$ cat config.mk
export PLATFORM = sky130hd
export DESIGN_NAME = uart_rx_param
export DESIGN_NICKNAME = d
export VERILOG_FILES = /design/src/rtl/uart_rx_param.sv
export SDC_FILE = /design/constraint.sdc
export NUM_CORES = 1
export LEC_CHECK = 0
export CORE_MARGIN = 3
export CORE_UTILIZATION = 59
export CTS_CLUSTER_DIAMETER = 80
export DETAILED_ROUTE_END_ITERATION = 6
export PLACE_DENSITY_LB_ADDON = 0.3
export SETUP_SLACK_MARGIN = 0.05
export SLEW_MARGIN = 20
export SYNTH_ARGS = -nofsm -noshare
export SYNTH_HDL_FRONTEND = slang
export SYNTH_SLANG_ARGS = --single-unit
$ cat constraint.sdc
create_clock -name clk -period 4.39 [get_ports clk]
set_input_delay 1.0975 -clock clk [delete_from_list [all_inputs] [get_ports clk]]
set_output_delay 1.0975 -clock clk [all_outputs]
set_load 0.005 [all_outputs]
$ cat src/rtl/uart_rx_param.sv
`default_nettype none
// ---------------------------------------------------------------------------
// uart_rx_param : oversampled mid-bit UART receiver with valid/ready output,
// framing/overrun/parity errors. Parity check compiled in by UART_RX_PARITY_EN.
// Revision: 1.0
// ---------------------------------------------------------------------------
module uart_rx_param #(
  parameter int DATA_BITS  = 8,
  parameter int OVERSAMPLE = 16,
  parameter int STOP_BITS  = 1,
  parameter int PARITY_ODD = 0
) (
  input  logic                 clk,
  input  logic                 reset_,
  input  logic                 sample_tick,
  input  logic                 serial_in,
  output logic [DATA_BITS-1:0] rx_data,
  output logic                 rx_valid,
  input  logic                 rx_ready,
  output logic                 frame_err,
  output logic                 overrun_err,
  output logic                 parity_err,
  output logic                 busy
);

  localparam int SW = $clog2(OVERSAMPLE);
  localparam int BW = $clog2(DATA_BITS + 1);
  localparam logic [SW-1:0] c_half_m1  = SW'(OVERSAMPLE / 2 - 1);
  localparam logic [SW-1:0] c_last_smp = SW'(OVERSAMPLE - 1);
  localparam logic [BW-1:0] c_last_bit = BW'(DATA_BITS - 1);
  localparam logic          c_last_stp = 1'(STOP_BITS - 1);
  localparam logic          c_par_odd  = (PARITY_ODD != 0);

  if ((DATA_BITS < 5) || (DATA_BITS > 9) || (OVERSAMPLE < 4) || (OVERSAMPLE % 2 != 0) ||
      (STOP_BITS < 1) || (STOP_BITS > 2) || (c_par_odd != PARITY_ODD[0])) begin : g_bad_params
    $error("uart_rx_param: illegal parameter combination");
  end

  typedef enum logic [2:0] {
    IDLE,
    START,
    DATA,
`ifdef UART_RX_PARITY_EN
    PARITY,
`endif
    STOP,
    WAIT_HIGH
  } state_t;

  state_t                 state_q, state_d;
  logic                   sin_meta_q, sin_s_q;
  logic [SW-1:0]          sample_cnt_q, sample_cnt_d;
  logic [BW-1:0]          bit_cnt_q, bit_cnt_d;
  logic                   stop_cnt_q, stop_cnt_d;
  logic [DATA_BITS-1:0]   shift_q, shift_d;
  logic                   ferr_q, ferr_d;
  logic                   perr_q, perr_d;
  logic                   done_q, done_d;
  logic [DATA_BITS-1:0]   rx_data_q, rx_data_d;
  logic                   rx_valid_q, rx_valid_d;
  logic                   frame_err_q, frame_err_d;
  logic                   overrun_err_q, overrun_err_d;
  logic                   parity_err_q, parity_err_d;

  always_comb begin
    state_d       = state_q;
    sample_cnt_d  = sample_cnt_q;
    bit_cnt_d     = bit_cnt_q;
    stop_cnt_d    = stop_cnt_q;
    shift_d       = shift_q;
    ferr_d        = ferr_q;
    perr_d        = perr_q;
    done_d        = 1'b0;
    rx_data_d     = rx_data_q;
    rx_valid_d    = rx_valid_q;
    frame_err_d   = 1'b0;
    overrun_err_d = 1'b0;
    parity_err_d  = 1'b0;

    if (sample_tick) begin
      case (state_q)
        IDLE: begin
          if (!sin_s_q) begin
            state_d      = START;
            sample_cnt_d = '0;
          end
        end
        START: begin
          if (sample_cnt_q == c_half_m1) begin
            if (sin_s_q) begin
              state_d = IDLE;
            end else begin
              state_d      = DATA;
              sample_cnt_d = '0;
              bit_cnt_d    = '0;
              stop_cnt_d   = 1'b0;
              ferr_d       = 1'b0;
              perr_d       = 1'b0;
            end
          end else begin
            sample_cnt_d = sample_cnt_q + SW'(1);
          end
        end
        DATA: begin
          if (sample_cnt_q == c_last_smp) begin
            sample_cnt_d = '0;
            shift_d      = {sin_s_q, shift_q[DATA_BITS-1:1]};
            bit_cnt_d    = bit_cnt_q + BW'(1);
            if (bit_cnt_q == c_last_bit) begin
`ifdef UART_RX_PARITY_EN
              state_d = PARITY;
`else
              state_d = STOP;
`endif
            end
          end else begin
            sample_cnt_d = sample_cnt_q + SW'(1);
          end
        end
`ifdef UART_RX_PARITY_EN
        PARITY: begin
          if (sample_cnt_q == c_last_smp) begin
            sample_cnt_d = '0;
            perr_d       = sin_s_q ^ (^shift_q) ^ c_par_odd;
            state_d      = STOP;
          end else begin
            sample_cnt_d = sample_cnt_q + SW'(1);
          end
        end
`endif
        STOP: begin
          if (sample_cnt_q == c_last_smp) begin
            sample_cnt_d = '0;
            if (!sin_s_q) ferr_d = 1'b1;
            if (stop_cnt_q == c_last_stp) begin
              done_d  = 1'b1;
              // A low stop bit may be a break: wait for the line to go idle.
              state_d = (ferr_q || !sin_s_q) ? WAIT_HIGH : IDLE;
            end else begin
              stop_cnt_d = stop_cnt_q + 1'b1;
            end
          end else begin
            sample_cnt_d = sample_cnt_q + SW'(1);
          end
        end
        WAIT_HIGH: begin
          if (sin_s_q) state_d = IDLE;
        end
        default: state_d = IDLE;
      endcase
    end

    if (rx_valid_q && rx_ready) rx_valid_d = 1'b0;

    // Frame-level errors take priority and suppress the overrun check.
    if (done_q) begin
      if (ferr_q) begin
        frame_err_d = 1'b1;
      end else if (perr_q) begin
        parity_err_d = 1'b1;
      end else if (!rx_valid_q || rx_ready) begin
        rx_data_d  = shift_q;
        rx_valid_d = 1'b1;
      end else begin
        overrun_err_d = 1'b1;
      end
    end
  end

  always_ff @(posedge clk or negedge reset_) begin
    if (!reset_) begin
      sin_meta_q    <= 1'b1;
      sin_s_q       <= 1'b1;
      state_q       <= IDLE;
      sample_cnt_q  <= '0;
      bit_cnt_q     <= '0;
      stop_cnt_q    <= 1'b0;
      shift_q       <= '0;
      ferr_q        <= 1'b0;
      perr_q        <= 1'b0;
      done_q        <= 1'b0;
      rx_data_q     <= '0;
      rx_valid_q    <= 1'b0;
      frame_err_q   <= 1'b0;
      overrun_err_q <= 1'b0;
      parity_err_q  <= 1'b0;
    end else begin
      sin_meta_q    <= serial_in;
      sin_s_q       <= sin_meta_q;
      state_q       <= state_d;
      sample_cnt_q  <= sample_cnt_d;
      bit_cnt_q     <= bit_cnt_d;
      stop_cnt_q    <= stop_cnt_d;
      shift_q       <= shift_d;
      ferr_q        <= ferr_d;
      perr_q        <= perr_d;
      done_q        <= done_d;
      rx_data_q     <= rx_data_d;
      rx_valid_q    <= rx_valid_d;
      frame_err_q   <= frame_err_d;
      overrun_err_q <= overrun_err_d;
      parity_err_q  <= parity_err_d;
    end
  end

  assign rx_data     = rx_data_q;
  assign rx_valid    = rx_valid_q;
  assign frame_err   = frame_err_q;
  assign overrun_err = overrun_err_q;
  assign parity_err  = parity_err_q;
  assign busy        = (state_q != IDLE);

endmodule
`default_nettype wire

# [After elaboration in Yosys (flattened, before gate mapping)]
# Cells that the tools add are included.
[op_classes] mux=39 reduce_logical=18 add_sub_neg=3 bitwise_logic=1 n_eq_ne=16
[op_table] cell="$mux W3" count=8
[op_table] cell="$mux W4" count=6
[op_table] cell="$mux W1" count=19
[op_table] cell="$ne A2 B2 Y1 const B" count=9
[op_table] cell="$pmux W3 S5" count=1
[op_table] cell="$pmux W4 S3" count=1
[op_table] cell="$reduce_and A5 Y1" count=2
[op_table] cell="$add A4 B1 Y4 const B" count=2
[op_table] cell="$eq A4 B3 Y1 const B" count=2
[op_table] cell="$pmux W4 S2" count=1
[op_table] cell="$reduce_and A8 Y1" count=1
[op_table] cell="$eq A3 B2 Y1 const B" count=2
[op_table] cell="$reduce_and A3 Y1" count=2
[op_table] cell="$reduce_and A6 Y1" count=1
[op_table] cell="$reduce_bool A3 Y1" count=2
[op_table] cell="$eq A4 B4 Y1 const B" count=1
[op_table] cell="$pmux W1 S2" count=2
[op_table] cell="$reduce_bool A2 Y1" count=2
[op_table] cell="$eq A3 B1 Y1 const B" count=1
[op_table] cell="$eq A3 B3 Y1 const B" count=1
[op_table] cell="$logic_not A3 Y1" count=1
[op_table] cell="$logic_not A1 Y1" count=2
[op_table] cell="$logic_or A1 B1 Y1" count=2
[op_table] cell="$mux W2" count=1
[op_table] cell="other kinds (5)" count=5
[word_totals] out_inout_bits=13 reg_bits=35

# [Longest topological paths before layout]
# Gate-level depths: netlist of the first run.
[depth] ltp_word=6 ltp_mapped=6

# [Worst setup path before layout of the first run]
# OpenSTA, ideal clock, no wires.
[synth_timing] path_type="input port to flip-flop" from="input port sample_tick" to="register bit_cnt_q[0]" required_time_ns=4.324 setup_time_ns=0.066 cell_stages=5 arrival_time_ns=2.069 n_path_buf=1 path_slack_ns=2.255 cell_sequence="and2b_1 > clkbuf_1 > o21ai_2 > or4_1 > nand2_1"
[synth_between] elab_chain_len=1
[synth_rtl] item="start, declared" line="15" source="input logic sample_tick,"
[synth_rtl] item="$reduce_and A5 Y1 (no source line)"
[synth_rtl] item="end signal, assigned" line="192" source="bit_cnt_q <= bit_cnt_d;"
[synth_rtl] item="end, declared" line="53" source="logic [BW-1:0] bit_cnt_q, bit_cnt_d;"
# Every way passes these cells.
# A chain may end at the register's enable or synchronous reset.

# [Worst setup path after layout of the first run]
[layout_timing] from="register state_q[0]" to="output port busy"
[layout_between] elab_chain_len=1
[layout_rtl] item="start, declared" line="50" source="state_t state_q, state_d;"
[layout_rtl] item="start signal, assigned" line="190" source="state_q <= state_d;"
[layout_rtl] item="$reduce_bool A3 Y1" line="211" source="assign busy = (state_q != IDLE);"
[layout_rtl] item="end, declared" line="23" source="output logic busy"
# Every way passes these cells.

==> results of run 1 <==
[flip-flops by register name, indices dropped and copies added, names as in the netlist]
name          count
state_q           3
ferr_q            1
bit_cnt_q         4
sample_cnt_q      4
frame_err         1
sin_meta_q        1
overrun_err       1
rx_data           8
rx_valid          1
sin_s_q           1
shift_q           8
done_q            1
[layout make-up]
| type | instances | share of cell area [%] |
|---|---|---|
| flip-flops and latches | 34 | 44.58 |
| multi-input cells | 98 | 37.91 |
| repair buffers | 17 | 8.758 |
| clock inverters | 2 | 3.137 |
| clock buffers | 6 | 2.680 |
| well taps | 30 | 1.961 |
| inverters | 5 | 0.9804 |
[cell families (layout without fill, tap and decap cells)]
kind of cell | after synthesis | count (layout) | synth area share [%]
buffers and inverters | 14 | 30 | 4.466
adders and majority gates | 2 | 2 | 1.514
and+or+nand+nor | 43 | 43 | 15.37
xor gates and xnor gates | 3 | 3 | 1.590
muxes | 19 | 19 | 12.79
other | 1 | 1 | 0.2269
DFF | 34 | 34 | 51.63
AOI/OAI and AO/OA | 30 | 30 | 12.42
[report_power, final]
group	switching [mW]	internal, mW	leakage, nW	total [mW]
registers	0.0702	0.375	0.443	0.446
logic	0.130	0.121	0.364	0.250
clock network	0.104	0.193	0.0585	0.297
[through the flow]
step | cell area, µm² | cells | setup slack [ns] | power, mW
floorplan | 1653 | 146 | 2.255 | 0.6343
global placement | 1803 | 184 | 1.724 | 0.6811
detailed placement | 1803 | 184 | 1.651 | 0.6955
CTS | 1914 | 192 | 1.551 | 0.9963
global route | 1914 | 192 | 1.491 | 1.046
finish | 1914 | 192 | 1.550 | 0.9929
[worst max path at each step]
stage,start,end,slack [ns]
2_1_floorplan,sample_tick,bit_cnt_q[0],2.26
3_3_place_gp,sample_tick,bit_cnt_q[0],1.72
3_5_place_dp,sample_tick,bit_cnt_q[0],1.65
4_1_cts,state_q[0],busy,1.55
5_1_grt,state_q[0],busy,1.49
6_report,state_q[0],busy,1.55
[cells in the final DEF, fill, tap and decap left out, types with 4 or more instances in the layout]
| master | instances |
|---|---|
| nor3_1 | 4 |
| clkbuf_4 | 5 |
| nand3_1 | 5 |
| a21oi_1 | 5 |
| inv_1 | 5 |
| nand2b_1 | 4 |
| nor2_1 | 4 |
| o21ai_0 | 7 |
| dfrtp_1 | 32 |
| nand2_1 | 9 |
| clkdlybuf4s50_1 | 16 |
| mux2_2 | 17 |
[routing by layer]
layer	share of wire (%)	wire length [µm]	vias to the layer above
met3	5.9	171	5
met1	45	1301	538
met5	0	0	-
met2	48	1403	35
li1	-	-	554
met4	1.1	33	0
[worst max-delay path, delay by kind of cell, from the launching register on]
family,cells,cell delay (ns)
buffers and inverters,1,0.45
DFF,1,0.55
and+or+nand+nor,1,0.41
==> flow_summary.json, run 1 <==
{
  "maxSlewViolCount": 0,
  "portBuffers": 16,
  "fin_crit_sh_pct": 64.69,
  "whs_ns": 0.3713,
  "max_stage_delay_ns": 0.55,
  "cts_resized": 0,
  "dieWidth_um": 58.93,
  "cts_sinks": 34,
  "drc": 0,
  "finalSetupViolCount": 0,
  "cts_setup_buffers": 0,
  "vias_per_cell": 5.896,
  "grt_setup_unrepaired": "false",
  "grt_util_met1_pct": 25.04,
  "grt_overflow": 0,
  "end_kind": "output pin",
  "core_area_mm2": 0.002567,
  "hp-class": "flop to flop",
  "holdCritStartpoint": "sin_meta_q",
  "track_usage_pct": 18.29,
  "cts_buffer_depth": 2,
  "r2r-start": "state_q[1]",
  "postRouteAntennaNets": 0,
  "insertedDiodeCount": 0,
  "cp_slowest_cell": "dfrtp_1",
  "fp-row-count": 18,
  "grt_busiest_layer": "met2",
  "wl_per_cell_um": 15.15,
  "min_to": "sin_s_q",
  "syn_area_mm2": 0.001653,
  "worst_pin_slew_ns": 0.6581,
  "setup.worst_path.class": "flop to output pin",
  "r2r_slack_ns": 2.29,
  "cts_buffers": 5,
  "multiInputGateArea_um2": 725.7,
  "critPathLaunchType": "flop",
  "seqCellArea_um2": 853.3,
  "initial_core_util_pct": 64.38,
  "io_pins": 18,
  "met2_usage_pct": 27.13,
  "clk_root_buffer_cell": "clkbuf_4",
  "postSynthCellCount": 146,
  "antenna_found_initial": 0,
  "p_leak_nw": 0.8646,
  "whs_path_depth": 0,
  "drive_gt1_share_pct": 19.14,
  "ys_seq_area_share_pct": 51.63,
  "cellPowerDensity_mw_per_mm2": 518.7,
  "synthFlopType": "dfrtp_1",
  "crit_arrival_ns": 1.74,
  "grt_pass1_vias": 1028,
  "cts_tree": "yes",
  "clkSlewWorstSetupHoldPaths_ns": 0.10,
  "post-route-min-period_ns": 2.840,
  "r2r_end": "shift_q[1]",
  "timing.fmax_mhz": 352.1,
  "cts_max_level": 2,
  "reg2reg_depth": 3,
  "yosys-top-cells-area": "dfrtp_1 48%, mux2_2 12%, dfstp_2 3.2%",
  "async_reset_ff_share_pct": 100.0,
  "relSlewSlack_pct": 55.86,
  "worstPathMaxFanout": 14,
  "cp_data_required_time_ns": 3.29,
  "dieArea_mm2": 0.003473,
  "synth_most_common_cell": "dfrtp_1",
  "gp_congestion": 0.8076,
  "drt_iter0_markers": 48,
  "synth_edf_count": 0,
  "synth_top_cell_by_area": "dfrtp_1",
  "grt_max_degree": 35,
  "ys_ff_latch": 34,
  "first_pass_iters": 4,
  "num-nets-final": 168,
  "synthesis.nets": 153,
  "drv_cap": 0,
  "final_util_pct": 74.56,
  "synth.distinct_cells": 46,
  "ir_worst_vdd_mv": 0.3927,
  "fp.dieH_um": 58.93,
  "vias": 1132,
  "hold_viol": 0,
  "insertion_delay_ns": 0.33,
  "area_delta_synth_final_pct": 15.82,
  "synth_warnings": 0,
  "crit_chain": "or3_1, clkdlybuf4s50_1",
  "finalSetupTns_ns": 0,
  "n_fill_cell": 179,
  "syn_avg_cell_area_um2": 11.32,
  "drt-total-wl_mm": 2.909,
  "grt_use_met3_pct": 5.482,
  "fin_skew_ns": 0.005737,
  "dp_hpwl_mm": 1.904,
  "ctsHoldBuffers": 0,
  "synth_commonest_cells": "32 x dfrtp_1, 17 x mux2_2, 9 x nand2_1, 7 x o21ai_0",
  "run_status": "complete, no violations",
  "grt_pass1_wl_mm": 4.685,
  "synth_top_cell_area_share_pct": 48.45
}
Power figures use the tool's default switching activity.
==> run 2, diff against run 1 <==
- CORE_UTILIZATION: 59 -> 50
- clock period: 4.39 -> 2.35 ns (I/O delays scaled with it)
==> flow_summary.json, run 2 (synthesis results as in run 1) <==
{
  "area_delta_synth_final_pct": 15.44,
  "fin_cells": 209,
  "drc": 0,
  "grt_pass1_vias": 1159,
  "critPathLaunchType": "flop",
  "grt_overflow": 0,
  "cp_data_required_time_ns": 1.76,
  "portBuffers": 16,
  "antenna_found_initial": 0,
  "track_usage_pct": 17.13,
  "fin_skew_ns": 0.006856,
  "drt_iter0_markers": 53,
  "ctsHoldBuffers": 0,
  "crit_arrival_ns": 1.63,
  "vias": 1169,
  "layout_commonest_cell": "dfrtp_1",
  "cts_tree": "yes",
  "initial_core_util_pct": 53.27,
  "finalSetupViolCount": 0,
  "grt_setup_unrepaired": "false",
  "drt-total-wl_mm": 3.041,
  "post-route-min-period_ns": 2.220,
  "setup.worst_path.class": "flop to output pin",
  "core_area_mm2": 0.003103,
  "crit_path_start": "state_q[2]",
  "fin_crit_sh_pct": 94.48,
  "p_comb_share_pct": 29.9,
  "clkSlewWorstSetupHoldPaths_ns": 0.10,
  "dp_hpwl_mm": 2.192,
  "drv_cap": 0,
  "dp_slack_ns": 0.1883,
  "dieArea_mm2": 0.004032,
  "cts_buffer_depth": 2,
  "fp.dieH_um": 63.50,
  "cts_buffers": 5,
  "worst_pin_slew_ns": 0.5299,
  "clk_root_buffer_cell": "clkbuf_4",
  "end_kind": "output pin",
  "p_leak_nw": 0.8531,
  "hold_viol": 0,
  "power.switching_mw": 0.5748,
  "wl_per_cell_um": 14.55,
  "finalPower_mw": 1.654,
  "relSlewSlack_pct": 64.46,
  "n_fill_cell": 298,
  "final_util_pct": 61.49,
  "dieWidth_um": 63.50,
  "grt_max_degree": 35,
  "ir_worst_vdd_mv": 0.4722,
  "holdCritStartpoint": "sin_meta_q",
  "drive_gt1_share_pct": 21.21,
  "worst_slack_ns": 0.1296,
  "maxSlewViolCount": 0,
  "clockPowerShare_pct": 20.6,
  "seq_power_share_pct": 49.5,
  "first_pass_iters": 4,
  "final_cell_mix": "31 x dfrtp_1, 17 x mux2_2, 16 x clkdlybuf4s50_1",
  "swShare_pct": 34.75,
  "io_pins": 18,
  "intPower_mw": 1.079,
  "hp-class": "flop to flop",
  "run_status": "complete, no violations",
  "placed_area_mm2": 0.001843,
  "finalSetupTns_ns": 0,
  "whs_ns": 0.3608,
  "worstPathMaxFanout": 10,
  "cts_setup_buffers": 0,
  "cts_max_level": 2,
  "cellPowerDensity_mw_per_mm2": 866.9,
  "timing.fmax_mhz": 450.4,
  "vias_per_cell": 5.593,
  "gp_congestion": 0.8512,
  "num-nets-final": 171,
  "multiInputGateArea_um2": 725.7,
  "grt_pass1_wl_mm": 5.347,
  "seqCellArea_um2": 854.6,
  "insertion_delay_ns": 0.34,
  "fp-row-count": 20,
  "postRouteAntennaNets": 0,
  "r2r-start": "state_q[1]",
  "placed_cells": 201,
  "post-route-cell-area_mm2": 0.001908,
  "insertedDiodeCount": 0,
  "cts_sinks": 34
}
==> run 2: cell types whose count changed in the layout (fill, tap and decap cells not counted), sizes merged <==
cell | previous run | this run
buf | 1 | 4
bufinv | 2 | 0
clkinv | 0 | 1
clkinvlp | 0 | 1
==> run 2: what timing repair did <==
| action | CTS | global route |
|---|---|---|
| endpoints found under the hold margin | 0 | 0 |
| endpoints found under the setup margin | 0 | 1 |
| gates resized for setup | 0 | 1 |
==> run 2: final timing paths <==
| check | to | slack (ns) | cells past startpoint |
|---|---|---|---|
| worst max-delay path | busy | 0.13 | 2 |
| worst min-delay path | sin_s_q | 0.36 | 0 |
| worst max register to register | shift_q[4] | 0.40 | 3 |
| worst min register to register | sin_s_q | 0.36 | 0 |
| max in group asynchronous | sin_s_q | 1.37 | 2 |
| min in group asynchronous | bit_cnt_q[1] | 0.64 | 2 |
==> run 2: power by group through the flow <==
stage	Clock (mW)	Sequential, mW	Combinational, mW
2_1_floorplan	0	0.783	0.402
3_3_place_gp	0	0.818	0.468
3_5_place_dp	0	0.829	0.491
4_1_cts	0.354	0.817	0.494
5_1_grt	0.381	0.837	0.555
6_report	0.340	0.818	0.495
==> run 2: layout make-up <==
type | count | share of cell area, %
repair buffers | 20 | 9.967
well taps | 44 | 2.885
flip-flops and latches | 34 | 44.79
clock inverters | 2 | 0.6557
clock buffers | 6 | 2.689
inverters | 5 | 0.9836
multi-input cells | 98 | 38.03
==> run 2: layer usage <==
metal / vias up / GRT usage (%) / routed length [µm]
met5: - / 0 / 0
met4: 0 / 6.739 / 23
met3: 4 / 5.169 / 159
met2: 25 / 27.38 / 1518
met1: 581 / 21.66 / 1339
li1: 559 / - / -
==> run 2: worst max-delay path, cell delays in order, from the launching register on <==
cell	delay, ns
dfrtp_2	0.47
or3_1	0.38
clkdlybuf4s50_1	0.45
